$ cat src/rtl/serial_ripple_subtractor.sv
// Bit-serial borrow-ripple subtractor: diff = a - b - bin, one bit per clock, LSB first.
// A single full-subtractor cell is reused across WIDTH cycles behind a start/busy/done handshake.
module serial_ripple_subtractor #(
  parameter int WIDTH = 4,
  parameter int CNT_W = 3
) (
  input  logic             clk,
  input  logic             rst_n,
  input  logic             start,
  input  logic [WIDTH-1:0] a,
  input  logic [WIDTH-1:0] b,
  input  logic             bin,
  output logic [WIDTH-1:0] diff,
  output logic             bout,
  output logic             busy,
  output logic             done
);

  typedef enum logic [1:0] {IDLE, RUN, DONE} state_t;

  state_t           state, state_nx;
  logic [WIDTH-1:0] areg, breg, shreg;
  logic             br;
  logic [CNT_W-1:0] cnt;
  logic             load, last, dbit, brnx;

  assign last = (cnt == CNT_W'(WIDTH - 1));
  assign dbit = areg[0] ^ breg[0] ^ br;
  assign brnx = (~areg[0] & breg[0]) | (~(areg[0] ^ breg[0]) & br);

  always_ff @(posedge clk) begin
    if (!rst_n) state <= IDLE;
    else        state <= state_nx;
  end

  // Start is honoured only in IDLE or DONE; DONE lasts one cycle either way.
  always_comb begin
    state_nx = state;
    busy     = 1'b0;
    done     = 1'b0;
    load     = 1'b0;
    case (state)
      IDLE: begin
        if (start) begin
          state_nx = RUN;
          load     = 1'b1;
        end
      end
      RUN: begin
        busy = 1'b1;
        if (last) state_nx = DONE;
      end
      DONE: begin
        done = 1'b1;
        if (start) begin
          state_nx = RUN;
          load     = 1'b1;
        end else begin
          state_nx = IDLE;
        end
      end
      default: state_nx = IDLE;
    endcase
  end

  // The output register is loaded only at the final RUN edge, so partial sums never show.
  always_ff @(posedge clk) begin
    if (!rst_n) begin
      areg  <= '0;
      breg  <= '0;
      shreg <= '0;
      br    <= 1'b0;
      cnt   <= '0;
      diff  <= '0;
      bout  <= 1'b0;
    end else if (load) begin
      areg  <= a;
      breg  <= b;
      br    <= bin;
      shreg <= '0;
      cnt   <= '0;
    end else if (state == RUN) begin
      areg  <= areg >> 1;
      breg  <= breg >> 1;
      shreg <= {dbit, shreg[WIDTH-1:1]};
      br    <= brnx;
      cnt   <= cnt + CNT_W'(1);
      if (last) begin
        diff <= {dbit, shreg[WIDTH-1:1]};
        bout <= brnx;
      end
    end
  end

endmodule

$ cat config.mk
export PLATFORM = sky130hd
export DESIGN_NAME = serial_ripple_subtractor
export DESIGN_NICKNAME = d
export VERILOG_FILES = /design/src/rtl/serial_ripple_subtractor.sv
export SDC_FILE = /design/constraint.sdc
export NUM_CORES = 1
export LEC_CHECK = 0
export BUFFER_PORTS_ARGS = -buffer_cell sky130_fd_sc_hd__buf_2
export CORE_AREA = 2 2 49 51
export CTS_CLUSTER_SIZE = 12
export DETAILED_ROUTE_END_ITERATION = 6
export DIE_AREA = 0 0 51 53
export PLACE_DENSITY = 0.77
export SETUP_SLACK_MARGIN = 0.3
export SLEW_MARGIN = 20
export SYNTH_ARGS = -nofsm -noshare
export SYNTH_HDL_FRONTEND = slang
export SYNTH_SLANG_ARGS = --single-unit
export TNS_END_PERCENT = 30
$ cat constraint.sdc
create_clock -name clk -period 1.6 [get_ports clk]
set_input_delay 0.24 -clock clk [delete_from_list [all_inputs] [get_ports clk]]
set_output_delay 0.24 -clock clk [all_outputs]
set_load 0.01 [all_outputs]
==> impl_results.md <==
- Hold WC Path Type: input port to flip-flop
- Max incr delay on CP: 0.40 ns
- Dpl hpwl: 1250 µm
- Routed via count: 779
- # fillers: 212
- Synthesis-stage register bit count: 22
- Die X: 51 µm
- Per-cell routed wire length: 12.4 µm
- Fin crit share: 0.809
- First-pass GRT wire length: 3070 µm
- Most frequent cells in the layout: dfxtp_1 (20), nand2_1 (18), buf_2 (18)
- Die footprint: 0.00270 mm²
- Fraction of layout cells with a size suffix above 1: 0.314
- Largest net degree at the start of global routing: 15
- Max Freq: 773 MHz
- Synth Instances: 102
- Hold worst-path end: areg[3]$_SDFFE_PN0P_
- Area growth syn-to-layout: 15.3%
- H-tree Lvls: 1
- Mapped cell area: 950 µm²
- Via density: 5.23
- Root Driver: clkbuf_4
- Peak VDD IR: 0.424 mV
- Final Hold Fails: 0
- R2R Setup Slk: 0.39 ns
- Sink Count: 22
- Multi-input logic area: 445 µm²
- Worst path arrival time: 1.05 ns
- Final net count: 138
- Reg-to-reg startpoint: cnt[0]$_SDFFE_PP0N_
- YS warnings: 0
- Relative slew slack: 0.714
- GRT Total Usage: 0.154
- R2r worst-path depth: 5
- Die height: 53 µm
- Hold path depth: 3
- Register area: 443 µm²
- Synth cell types: 32
- Number of max-cap violations: 0
- Final Critical Period: 1.29 ns
- Most common cell after layout, fill and taps aside: dfxtp_1
- Antenna Nets Post-Route: 0
- N_diodes: 0
- TritonCTS clock tree: yes
- Leakage Power: 0.429 nW
- Setup TNS: 0 ns
- Worst setup EP type: output pin
- CP max stage cell: dfxtp_2
- Initial DRC count: 16
- RSZ-0062 raised after global routing: yes
- Power per cell area: 910 mW/mm²
- Initial Utilization: 0.442
- Maximum clock path buffer count: 2
- Residual DRC: 0
- Fin Clk Skew: 0.00997 ns
- Routability cong.: 0.753
- Syn Area/Cell: 9.31 µm²
- I/O pins: 19
- Aggregate routed wire length: 1840 µm
- Outcome: completed
- Worst-path clk slew: 0.12 ns
- Total grt overflow: 0
- Reg2reg end: diff[3]$_SDFFE_PN0P_
- Num CTS Buffers: 3
- Core Region: 0.00215 mm²
- Row count: 17
- # setup viols final: 0
- Register area share after synthesis: 0.464
- Post-route cell area: 0.00109 mm²
- Worst Path Class, Setup: flip-flop to output pin
- Mapped Nets: 117
- Pre-antenna DRT Iters: 4
- Crit path required time: 1.36 ns
- Critical-path cell list: and2b_2 > buf_2
- Post-Place Cell Area: 0.00102 mm²
- Port bufs: 18
- Vias in the first global route: 731
- Final Max Slew Viols: 0
- Hold wc startpoint: a[3]
- Worst-path fanout max: 5
- Initial antenna violation count: 0
- Setup crit start kind: flip-flop
- Worst-margin pin slew: 0.428 ns
- Skew-Pair Late Insertion Delay: 0.30 ns
layout make-up:
type / instances / area share
multi-input combinational: 69 / 0.407
sequential: 22 / 0.405
timing repair buffer: 21 / 0.106
tap: 28 / 0.0320
inverter: 5 / 0.0240
clock buffer: 3 / 0.0206
timing repair inverter: 1 / 0.00571
logic make-up (layout without fill, tap and decap cells):
| family | count (synthesis) | in the layout | share of synthesized area |
|---|---|---|---|
| simple gates | 39 | 39 | 0.217 |
| buf+inv | 11 | 30 | 0.0830 |
| flops | 22 | 22 | 0.464 |
| compound gates | 25 | 25 | 0.169 |
| mux | 1 | 1 | 0.0105 |
| fa+ha+maj | 3 | 3 | 0.0474 |
| xor+xnor | 1 | 1 | 0.00922 |
power breakdown:
group	internal [mW]	switching (mW)	leakage, nW
sequential	0.576	0.0178	0.180
combinational	0.0663	0.0896	0.235
clock	0.0878	0.159	0.0138
total	0.730	0.266	0.429
Yosys cell counts, drive strengths merged:
cell type / instances / share of area
a211oi: 2 / 0.021
a21oi: 11 / 0.058
a22oi: 1 / 0.0079
a311oi: 1 / 0.0092
a31oi: 3 / 0.020
and2b: 2 / 0.020
buf: 5 / 0.057
clkbuf: 1 / 0.0039
dfxtp: 22 / 0.46
fa: 1 / 0.021
ha: 2 / 0.026
inv: 5 / 0.022
mux2i: 1 / 0.011
nand2: 18 / 0.071
nand2b: 2 / 0.029
nand3: 6 / 0.032
nand3b: 1 / 0.0079
nor2: 4 / 0.016
nor3: 6 / 0.042
o21a: 1 / 0.0079
o21ai: 3 / 0.016
o221ai: 1 / 0.0092
o22ai: 2 / 0.020
xnor2: 1 / 0.0092
how the worst max path moves through the flow:
stage | start | to | slack, ns | depth (start not counted)
after floorplan | cnt[0]$_SDFFE_PP0N_ | diff[0]$_SDFFE_PN0P_ | 0.35 | 6
after global placement | cnt[0]$_SDFFE_PP0N_ | diff[1]$_SDFFE_PN0P_ | 0.33 | 5
after detailed placement | cnt[0]$_SDFFE_PP0N_ | diff[3]$_SDFFE_PN0P_ | 0.27 | 5
after CTS | cnt[0]$_SDFFE_PP0N_ | diff[3]$_SDFFE_PN0P_ | 0.26 | 5
after global routing | cnt[1]$_SDFFE_PP0N_ | diff[0]$_SDFFE_PN0P_ | 0.26 | 5
final | state[0]$_SDFFE_PN0P_ | done | 0.31 | 2
stage by stage:
stage	setup WS, ns	instances	util	power (mW)	hold slack, ns
after floorplan	0.354	102	-	0.726	0.376
after global placement	0.332	142	0.474	0.741	0.442
after detailed placement	0.273	142	0.474	0.748	0.445
after CTS	0.259	147	0.493	0.998	0.159
after global routing	0.262	149	0.510	1.04	0.190
final	0.306	149	0.510	0.996	0.158
metal layers:
layer,vias to the layer above,track usage,wire [µm]
li1,390,-,-
met1,361,0.171,814
met2,24,0.266,884
met3,4,0.0169,92
met4,0,0.122,51
met5,-,0,0
worst max-delay path: cells and delay by family, from the launching register on:
| kind | cells | cell delay [ns] |
|---|---|---|
| and+or+nand+nor | 1 | 0.22 |
| buffers and inverters | 1 | 0.13 |
| DFF | 1 | 0.40 |
what timing repair did:
action / in CTS / in global routing
endpoints found under the setup margin: 6 / 11
pin swaps: 0 / 3
hold buffers: 0 / 0
setup buffers: 1 / 2
gates resized for setup: 3 / 5
cloned: 1 / 0
state kept, by name (all words and copies together) (netlist names):
signal  count
areg        4
breg        4
diff        4
cnt         3
shreg       3
state       2
bout        1
br          1
(Power assumes the default switching activity.)
